File: config.mk
export PLATFORM = sky130hd
export DESIGN_NAME = float_to_fixed_seq
export DESIGN_NICKNAME = d
export VERILOG_FILES = /design/src/rtl/float_to_fixed_seq_pkg.sv /design/src/rtl/float_to_fixed_seq_unpack.sv /design/src/rtl/float_to_fixed_seq.sv
export SDC_FILE = /design/constraint.sdc
export NUM_CORES = 1
export LEC_CHECK = 0
export ABC_AREA = 1
export BUFFER_PORTS_ARGS = -buffer_cell sky130_fd_sc_hd__buf_2
export CORE_MARGIN = 5
export CORE_UTILIZATION = 61
export CTS_CLUSTER_DIAMETER = 60
export CTS_CLUSTER_SIZE = 30
export DETAILED_ROUTE_END_ITERATION = 7
export MAX_ROUTING_LAYER = met4
export PLACE_DENSITY = 0.86
export SYNTH_ARGS = -nofsm -noshare
export SYNTH_HDL_FRONTEND = slang
export SYNTH_SLANG_ARGS = --single-unit
File: constraint.sdc
create_clock -name clk -period 5.1 [get_ports clk]
set_clock_uncertainty 0.15 [all_clocks]
set_input_delay 0.255 -clock clk [delete_from_list [all_inputs] [get_ports clk]]
set_output_delay 0.255 -clock clk [all_outputs]
set_load 0.01 [all_outputs]
File: src/rtl/float_to_fixed_seq_pkg.sv
// Shared constants and FSM encoding for the float -> sign-magnitude fixed-point converter.
package float_to_fixed_seq_pkg;

    localparam int FLT_BIAS   = 127;
    localparam int FLT_EXP_W  = 8;
    localparam int FLT_MAN_W  = 23;
    localparam int FLT_SIG_W  = FLT_MAN_W + 1;
    localparam int FIX_FRAC_W = 20;

    typedef enum logic [1:0] {
        ST_IDLE  = 2'd0,
        ST_SHIFT = 2'd1,
        ST_DONE  = 2'd2
    } state_t;

endpackage

File: src/rtl/float_to_fixed_seq_unpack.sv
// Combinational IEEE-754 single-precision field decoder, reusable by any float-consuming stage.
module float_to_fixed_seq_unpack
    import float_to_fixed_seq_pkg::*;
(
    input  logic [31:0]          data,
    output logic                 sign,
    output logic [FLT_EXP_W-1:0] exp,
    output logic                 is_zero,
    output logic                 is_nan,
    output logic                 is_inf,
    output logic [FLT_SIG_W-1:0] sig
);

    logic [FLT_MAN_W-1:0] man;

    assign sign = data[31];
    assign exp  = data[30:23];
    assign man  = data[22:0];

    // Denormals count as zero: they are far below the smallest representable fixed-point step.
    assign is_zero = (exp == '0);
    assign is_nan  = (exp == '1) && (man != '0);
    assign is_inf  = (exp == '1) && (man == '0);
    assign sig     = {(exp != '0), man};

endmodule

File: src/rtl/float_to_fixed_seq.sv
// Iterative float -> fixed converter: one right-shift per cycle, valid/ready on both sides.
module float_to_fixed_seq
    import float_to_fixed_seq_pkg::*;
#(
    parameter  int FRAC_W = FIX_FRAC_W,
    parameter  bit SAT_EN = 1'b1,
    localparam int FIX_W  = FRAC_W + 2
) (
    input  logic             clk,
    input  logic             rst_n,
    input  logic             in_valid,
    output logic             in_ready,
    input  logic [31:0]      in_data,
    output logic             out_valid,
    input  logic             out_ready,
    output logic [FIX_W-1:0] out_data,
    output logic             out_ovf,
    output logic             out_inv,
    output logic [1:0]       dbg_state
);

    // Handshake: a transfer happens on a rising edge where valid and ready are both high.
    // in_ready is high only in IDLE; out_valid is high only in DONE and its payload is held
    // unchanged until the consumer takes it.

    state_t               state;
    logic                 sign_q;
    logic [FLT_SIG_W-1:0] shifter;
    logic [4:0]           count;

    logic                 u_sign;
    logic [FLT_EXP_W-1:0] u_exp;
    logic                 u_zero;
    logic                 u_nan;
    logic                 u_inf;
    logic [FLT_SIG_W-1:0] u_sig;
    logic signed [8:0]    sh;
    logic                 accept;

    float_to_fixed_seq_unpack u_unpack (
        .data    (in_data),
        .sign    (u_sign),
        .exp     (u_exp),
        .is_zero (u_zero),
        .is_nan  (u_nan),
        .is_inf  (u_inf),
        .sig     (u_sig)
    );

    // Right-shift needed to align the 24-bit significand onto the FRAC_W-bit fraction grid.
    assign sh        = 9'(150 - FRAC_W) - 9'(u_exp);
    assign accept    = in_valid && in_ready;
    assign dbg_state = state;

    // Magnitude-zero results never carry a sign, so -0 cannot appear on the output.
    function automatic logic [FIX_W-1:0] pack(input logic s, input logic [FLT_SIG_W-1:0] v);
        logic [FRAC_W:0] mag;
        mag = v[FRAC_W:0];
        return {s & (|mag), mag};
    endfunction

    always_ff @(posedge clk or negedge rst_n) begin
        if (!rst_n) begin
            state     <= ST_IDLE;
            in_ready  <= 1'b1;
            out_valid <= 1'b0;
            out_data  <= '0;
            out_ovf   <= 1'b0;
            out_inv   <= 1'b0;
            sign_q    <= 1'b0;
            shifter   <= '0;
            count     <= '0;
        end else begin
            case (state)
                ST_IDLE: begin
                    if (accept) begin
                        in_ready <= 1'b0;
                        out_ovf  <= 1'b0;
                        out_inv  <= 1'b0;
                        sign_q   <= u_sign;
                        if (u_nan) begin
                            out_data  <= '0;
                            out_inv   <= 1'b1;
                            out_valid <= 1'b1;
                            state     <= ST_DONE;
                        end else if (u_inf || u_exp[FLT_EXP_W-1]) begin
                            out_ovf   <= 1'b1;
                            out_data  <= SAT_EN ? {u_sign, {(FRAC_W+1){1'b1}}} : '0;
                            out_valid <= 1'b1;
                            state     <= ST_DONE;
                        end else if (u_zero || (sh >= 9'sd24)) begin
                            out_data  <= '0;
                            out_valid <= 1'b1;
                            state     <= ST_DONE;
                        end else if (sh == 9'sd0) begin
                            // Only reachable with FRAC_W=23: significand is already aligned.
                            out_data  <= pack(u_sign, u_sig);
                            out_valid <= 1'b1;
                            state     <= ST_DONE;
                        end else begin
                            shifter <= u_sig;
                            count   <= sh[4:0];
                            state   <= ST_SHIFT;
                        end
                    end
                end

                ST_SHIFT: begin
                    shifter <= shifter >> 1;
                    count   <= count - 5'd1;
                    if (count == 5'd1) begin
                        out_data  <= pack(sign_q, shifter >> 1);
                        out_valid <= 1'b1;
                        state     <= ST_DONE;
                    end
                end

                ST_DONE: begin
                    if (out_ready) begin
                        out_valid <= 1'b0;
                        in_ready  <= 1'b1;
                        state     <= ST_IDLE;
                    end
                end

                default: begin
                    state     <= ST_IDLE;
                    in_ready  <= 1'b1;
                    out_valid <= 1'b0;
                end
            endcase
        end
    end

endmodule
==> results of run 1 <==
==> placed cells by master, fill, tap and decap left out, drive strengths merged <==
master and n:
a21oi 4, a31oi 1, and2 1, buf 66, clkbuf 13, clkinv 3, dfrtp 56, dfstp 1
dlygate4sd3 1, ha 5, inv 31, mux2i 1, nand2 301, nand3 39, nand3b 1, nand4 9
nor2 22, nor3 5, nor4 6, o21a 1, o21ai 17, o21bai 1, or2 1, xnor2 1
xor2 2
==> final timing paths <==
| check | start | to | slack [ns] | cells after the start |
|---|---|---|---|---|
| hold / removal | out_ready | dbg_state[1] | 0.07 | 4 |
| setup reg to reg | dbg_state[1] | out_data[13] | 2.73 | 9 |
| min in group asynchronous | rst_n | count[0] | 0.42 | 3 |
| setup / recovery | in_data[30] | out_data[13] | 2.60 | 12 |
| max in group asynchronous | rst_n | out_data[9] | 3.90 | 3 |
| hold reg to reg | out_data[5] | out_data[5] | 0.33 | 2 |
==> repair_timing <==
action                                 CTS  global route
buffers inserted                         0             0
endpoints found under the hold margin   56             0
hold buffers                             1             0
setup endpoints to repair                0             0
==> state kept, by name, indices dropped and copies added, names as in the netlist <==
register	flops
in_ready	1
out_valid	1
shifter	23
count	5
out_inv	1
out_data	22
out_ovf	1
dbg_state	2
sign_q	1
==> kinds of logic (layout without fill, tap and decap cells) <==
group           Yosys count  in the layout  synth area share (%)
simple gates            385            385                 46.95
flops                    57             57                 39.39
buf+inv                  52            114                 7.249
compound gates           24             24                 3.694
fa+ha+maj                 5              5                 1.726
xor+xnor                  3              3                0.7250
mux                       1              1                0.2762
==> worst max-delay path: stages <==
cell,delay [ns]
buf_2,0.12
inv_1,0.56
o21bai_2,0.26
nand2_1,0.08
nor2_1,0.12
nand2_2,0.08
nand2_4,0.25
nand3_4,0.13
nand2_4,0.26
inv_2,0.24
nand2_1,0.14
nand2_1,0.06
==> cell type report <==
cell class              instances  area (µm²)
well taps                      75       93.84
clock inverters                 3       15.01
flip-flops and latches         57        1428
multi-input cells             418        1937
clock buffers                  13       158.9
inverters                      31       116.4
repair buffers                 67       347.8
fillers                       485        1754
==> per-stage QoR <==
| step | std cells | worst slack, ns | util, % | hold slack (ns) |
|---|---|---|---|---|
| 2_1_floorplan | 527 | 3.280 | - | -0.1906 |
| 3_3_place_gp | 647 | 2.407 | 66.87 | 0.2732 |
| 3_5_place_dp | 647 | 2.248 | 66.87 | 0.2761 |
| 4_1_cts | 664 | 2.601 | 70.02 | 0.07475 |
| 5_1_grt | 664 | 2.398 | 70.02 | 0.09034 |
| 6_report | 664 | 2.598 | 70.02 | 0.07384 |
==> power by group <==
group          leakage, nW  switching [mW]  internal, mW
Combinational         1.56           0.815         0.421
Sequential           0.704           0.181         0.683
Clock               0.0932           0.175         0.200
==> layer usage <==
metal | vias to the layer above | GRT usage, %
li1 | 1759 | -
met1 | 1640 | 34.74
met2 | 189 | 41.68
met3 | 31 | 5.393
met4 | 0 | 11.19
met5 | - | -
==> summary.txt, run 1 <==
Run status
  • Status: complete, no violations

Setup path
  • CP Launch Type: input port
  • Required @ worst endpoint: 5.18 ns
  • Critical Path Fanout Max: 26
  • Critical setup path kind: input port to register
  • Arr. time, crit path: 2.58 ns
  • CP endpoint kind: register

STA
  • Setup TNS: 0 ns
  • Period minus WS final: around 2.5 ns
  • RSZ-0062 raised after global routing: false
  • Final setup violation count: 0
  • Max-slew violation count: 0
  • Fmax: around 400 MHz
  • Rel. slew slack: 48.50%
  • Endpoints failing hold: 0
  • Worst Tran Pin Value: between 0.7 and 0.8 ns
  • Final period utilization: 49.05%

Synth
  • Syn Nets: 568
  • Post-synthesis sequential area ratio: 39.39%
  • Synth cell count leaders: nand2_1 (274), dfrtp_1 (56), nand3_1 (38), inv_1 (25), nand2_2 (22)
  • Post-synth top area share: approximately two fifths
  • Most frequent cell after synthesis: nand2_1
  • Synth cell types: 35
  • Post-synth top area cell: dfrtp_1
  • Synthesized area: 3625 µm²
  • Area contributors post-synth: dfrtp_1 (39%), nand2_1 (28%), nand3_1 (5.2%)
  • Yosys warns: 0
  • Most used DFF post-synth: dfrtp_1
  • Synth async-reset ratio: 100.0%
  • Post-Syn Area per Cell: a little under 7 µm²
  • Yosys reg bits: 57
  • Post-Synthesis Cells: 527
  • Post-synth EDFFs: 0

Drt
  • DRT iter0 DRCs: 358
  • First-pass detailed-route iteration total: 7
  • Metal-1 WL: between 3 and 4 mm
  • Vias post-DR: between 3000 and 4000
  • Routed WL: 9.212 mm
  • Highest routed layer: met4
  • Met3 WL: ~820 µm
  • Routed wire length per instance: 13.87 µm
  • Met2 WL: 4.269 mm
  • Final ANT Viol Nets: 0
  • Residual DRC count: 0
  • Number of vias per cell: 5.450

Finish
  • Nets: about 630
  • Area delta synth->final: 13.01%
  • Design area: 4096 µm²
  • N_diodes: 0
  • Layout cells sized above 1: roughly a fifth

Worst hold path
  • Hold WC Path Type: input port to register

Placement
  • GPL Wtd Cong: 0.8931
  • Port Buf Inserts: 63
  • Placed cell areas: just under 4000 µm²
  • DP HPWL: roughly 6.3 mm

Floorplanning
  • Initial Utilization: approximately 62%
  • Chip height: 87.09 µm
  • Die Wd: 87.09 µm
  • Core area: 5851 µm²
  • Top-Level Pins: 64
  • Die area: 7584 µm²
  • Row count: 28

Power
  • Final total power: 2.476 mW
  • Leakage Power: 2.354 nW
  • Pwr/cell area: 604.3 nW/µm²
  • Max VDD drop: 0.0003845 V

CTS
  • PostCTS Resize Cnt: 0
  • Clk_lat worst skew: roughly 0.34 ns
  • # H-tree levels: 3
  • CTS tree: built
  • CTS clk-pin slew, worst paths: 0.06 ns
  • Sink Count: 57
  • CTS max path bufs: 2
  • Num CTS Buffers: 9
  • Clk root buf: clkbuf_8

Global route
  • GR Overflow Total: 0
  • Number of global-route vias before repair: 3393
  • Initial antenna violation count: 0
  • Gr usage total: approximately 27%
  • First-pass GRT wire length: 15.59 mm
  • Largest net degree at the start of global routing: 58

Run
  • Max-Cap Viols: 0
Power figures use the tool's default switching activity.
==> run 2: changes to the inputs <==
--- a/config.mk
+++ b/config.mk
@@ -5,15 +5,15 @@
 export SDC_FILE = /design/constraint.sdc
 export NUM_CORES = 1
 export LEC_CHECK = 0
-export ABC_AREA = 1
+export ABC_AREA = 0
 export BUFFER_PORTS_ARGS = -buffer_cell sky130_fd_sc_hd__buf_2
 export CORE_MARGIN = 5
-export CORE_UTILIZATION = 61
+export CORE_UTILIZATION = 50
 export CTS_CLUSTER_DIAMETER = 60
 export CTS_CLUSTER_SIZE = 30
 export DETAILED_ROUTE_END_ITERATION = 7
 export MAX_ROUTING_LAYER = met4
-export PLACE_DENSITY = 0.86
+export PLACE_DENSITY = 0.77
 export SYNTH_ARGS = -nofsm -noshare
 export SYNTH_HDL_FRONTEND = slang
 export SYNTH_SLANG_ARGS = --single-unit
==> constraint.sdc (replaced) <==
create_clock -name clk -period 2.23 [get_ports clk]
set_clock_uncertainty 0.15 [all_clocks]
set_input_delay 0.1115 -clock clk [delete_from_list [all_inputs] [get_ports clk]]
set_output_delay 0.1115 -clock clk [all_outputs]
set_load 0.01 [all_outputs]
==> run 2 against run 1 <==
Compared with the run above: via count decreased by 22%; register-to-register slack got worse by 2.7 ns; sequential power increased by 25%; global-route usage decreased by 3.8 points; clock-buffer cell count decreased by 2; power decreased by 6.5%; critical endpoint is now out_data[21]; final area increased by 1.9%; largest cell class unchanged; sequential cell count unchanged; synthesized area decreased by 13%; core utilization decreased by 0.73 points; final cell count decreased by 27%; largest power group is now sequential cells; die area increased by 5.2%.
==> summary.txt, run 2 <==
Floorplanning
  • Die Wd: 89.32 µm (+2.6%)
  • Top-Level Pins: 64 (unchanged)
  • Die area: 7977 µm² (+5.2%)
  • Chip height: 89.32 µm (+2.6%)
  • Initial Utilization: 52.20% (-9.8 points)
  • Row count: 28 (unchanged)
  • Core area: 6026 µm² (+3.0%)

Worst hold path
  • Hold_sp: in_data[18]
  • Hold Path End: shifter[18]
  • Worst Hold Depth: 3 (-1)
  • Hold WC Path Type: input port to register

Setup path
  • CP Launch Type: register
  • Critical Path Fanout Max: 4 (-85%)
  • R2R Setup Slk: 0.04 ns (-2.69 ns)
  • CP endpoint kind: register
  • Reg-to-Reg End: out_data[21]
  • Reg2reg start: shifter[19]
  • Required @ worst endpoint: 2.28 ns (-2.90 ns)
  • Reg2reg path depth: 5 (-4)
  • Critical Path Start: shifter[19]
  • Critical setup path kind: register to register
  • Arr. time, crit path: 2.24 ns (-0.34 ns)

Finish
  • # fillers: 486 (+0.21%)
  • Nets: 445 (-29%)
  • Area of the multi-input gates: 1629 µm² (-16%)
  • Design area: 4175 µm² (+1.9%)
  • Most flops, register: shifter
  • Flip-flop and latch area: 1428 µm² (unchanged)
  • Biggest regs: shifter: 23 flops, out_data: 22 flops, count: 5 flops
  • Commonest cells after routing, fill and taps aside: buf_2 (63), dfrtp_1 (56), nor2_1 (36)
  • Largest register FFs: 23 (unchanged)
  • N_diodes: 0 (unchanged)
  • Area delta synth->final: 32.74%
  • Layout cells sized above 1: 28.85% (+7.5 points)
  • Most common cell after layout, fill and taps aside: buf_2

STA
  • Fmax: approximately 460 MHz
  • Final setup violation count: 0 (unchanged)
  • RSZ-0062 raised after global routing: false
  • Rel. slew slack: 50.86% (+2.4 points)
  • Endpoints failing hold: 0 (unchanged)
  • Final period utilization: 97.99%
  • Max-slew violation count: 0 (unchanged)
  • Worst Tran Pin Value: 0.7372 ns (-0.03449 ns)
  • PnR worst setup slack: 0.04476 ns (-2.554 ns)
  • Period minus WS final: around 2.2 ns

CTS
  • # H-tree levels: 3 (unchanged)
  • CTS clk-pin slew, worst paths: 0.07 ns (about the same)
  • Sink Count: 57 (unchanged)
  • CTS tree: built
  • Clk root buf: clkbuf_8
  • CTS max path bufs: 2 (unchanged)
  • Num CTS Buffers: 9 (unchanged)
  • Post-CTS Setup Repair Bufs: 0 (unchanged)
  • Clk_lat worst skew: 0.33 ns (about the same)

Drt
  • First-pass detailed-route iteration total: 4 (-3)
  • Residual DRC count: 0 (unchanged)
  • Routed wire length per instance: 17.14 µm (+24%)
  • Final ANT Viol Nets: 0 (unchanged)
  • DRT iter0 DRCs: 202 (-44%)
  • Number of vias per cell: 5.857 (+7.5%)
  • Vias post-DR: 2835 (-22%)
  • Routed WL: 8.298 mm (-9.9%)

Synth
  • Most used DFF post-synth: dfrtp_1
  • Post-Synthesis Cells: 303 (-43%)
  • Yosys reg bits: 57 (unchanged)
  • Syn Nets: 344 (-39%)
  • Post-synth top area cell: dfrtp_1
  • Synth cell count leaders: dfrtp_1 (56), nor2_1 (36), a21oi_1 (29), mux2i_1 (25), a221o_1 (22)
  • Post-synth top area share: 44.55% (+5.9 points)
  • Yosys warns: 0 (unchanged)
  • Post-Syn Area per Cell: 10.38 µm² (+51%)
  • Synth async-reset ratio: 100.0% (unchanged)
  • Synthesized area: 3146 µm² (-13%)
  • Post-synthesis sequential area ratio: 45.39% (+6.0 points)
  • Area contributors post-synth: dfrtp_1 (45%), mux2i_1 (8.0%), a221o_1 (7.0%)
  • Synth cell types: 42 (+20%)
  • Post-synth EDFFs: 0 (unchanged)
  • Most frequent cell after synthesis: dfrtp_1

Power
  • Max VDD drop: 0.0004204 V (+9.3%)
  • Pwr/cell area: 554.2 nW/µm² (-8.3%)
  • Final total power: 2.314 mW (-6.5%)
  • Leakage Power: 1.968 nW (-16%)

Placement
  • Port Buf Inserts: 63 (unchanged)
  • DP HPWL: 5.366 mm (-15%)
  • Placed cell areas: 3689 µm² (-5.7%)
  • GPL Wtd Cong: 0.9153 (+2.5%)
  • Place WS: -0.1036 ns (-2.352 ns)

Global route
  • GR Overflow Total: 0 (unchanged)
  • Number of global-route vias before repair: 2794 (-18%)
  • Largest net degree at the start of global routing: 58 (unchanged)
  • First-pass GRT wire length: 13.72 mm (-12%)
  • Gr usage total: 23.15% (-3.8 points)
  • Initial antenna violation count: 0 (unchanged)

Run status
  • Status: complete, no violations

Run
  • Max-Cap Viols: 0 (unchanged)
run 2: critical path, cell delays in order, from the launching register on:
cell and delay, ns:
dfrtp_1 0.40, or4_1 0.55, nor4_1 0.32, nor2_1 0.09
a221o_1 0.27, mux2_1 0.27
run 2: where the power goes:
group	total [mW]	internal, mW	switching [mW]	leakage, nW
clock network	0.964	0.543	0.422	0.0953
registers	1.08	1.06	0.0247	0.724
logic	0.269	0.133	0.136	1.15
run 2: metrics by stage:
stage / TNS [ns] / hold slack (ns) / instances / utilization, %
floorplan: 0 / -0.3341 / 303 / -
global placement: -0.07651 / 0.1500 / 441 / 61.21
detailed placement: -1.437 / 0.1490 / 441 / 61.21
CTS: 0 / 0.003547 / 484 / 68.96
global route: 0 / 0.01272 / 484 / 69.29
finish: 0 / 0.009191 / 484 / 69.29
run 2: layout make-up:
class                   count  share of cell area (%)
repair buffers            111                   19.30
inverters                   6                  0.5394
well taps                  75                   2.248
clock buffers              11                   3.386
clock inverters             5                   1.319
flip-flops and latches     57                   34.19
multi-input cells         219                   39.02
run 2: worst max-delay path by stage:
stage / cells past startpoint / to / slack (ns)
6_report: 5 / out_data[21] / 0.04
5_1_grt: 5 / out_data[21] / 0.02
4_1_cts: 9 / out_data[18] / 0.04
3_5_place_dp: 8 / out_data[18] / -0.10
3_3_place_gp: 8 / out_data[18] / -0.03
2_1_floorplan: 7 / out_data[1] / 0.01
run 2: logic make-up (layout without fill, tap and decap cells):
| family | Yosys count | after routing | synth area share [%] |
|---|---|---|---|
| AOI/OAI and AO/OA | 72 | 72 | 17.26 |
| DFF | 57 | 57 | 45.39 |
| buffers and inverters | 27 | 133 | 4.017 |
| adders and majority gates | 5 | 5 | 1.989 |
| muxes | 47 | 47 | 15.83 |
| xor gates and xnor gates | 6 | 6 | 1.671 |
| and+or+nand+nor | 89 | 89 | 13.84 |
run 2: repair_timing:
action                                  4_1_cts  5_1_grt
endpoints found under the setup margin        0       22
endpoints found under the hold margin        83        0
resized for setup                             0        3
hold buffers                                 27        0
run 2: routing by layer:
| layer | up-vias | wire (µm) | share of wire (%) | global-route usage [%] |
|---|---|---|---|---|
| met1 | 1383 | 3674 | 44 | 30.89 |
| met5 | - | 0 | 0 | - |
| met2 | 105 | 4081 | 49 | 36.03 |
| met4 | 0 | 74 | 0.89 | 7.307 |
| li1 | 1339 | - | - | - |
| met3 | 8 | 467 | 5.6 | 4.055 |
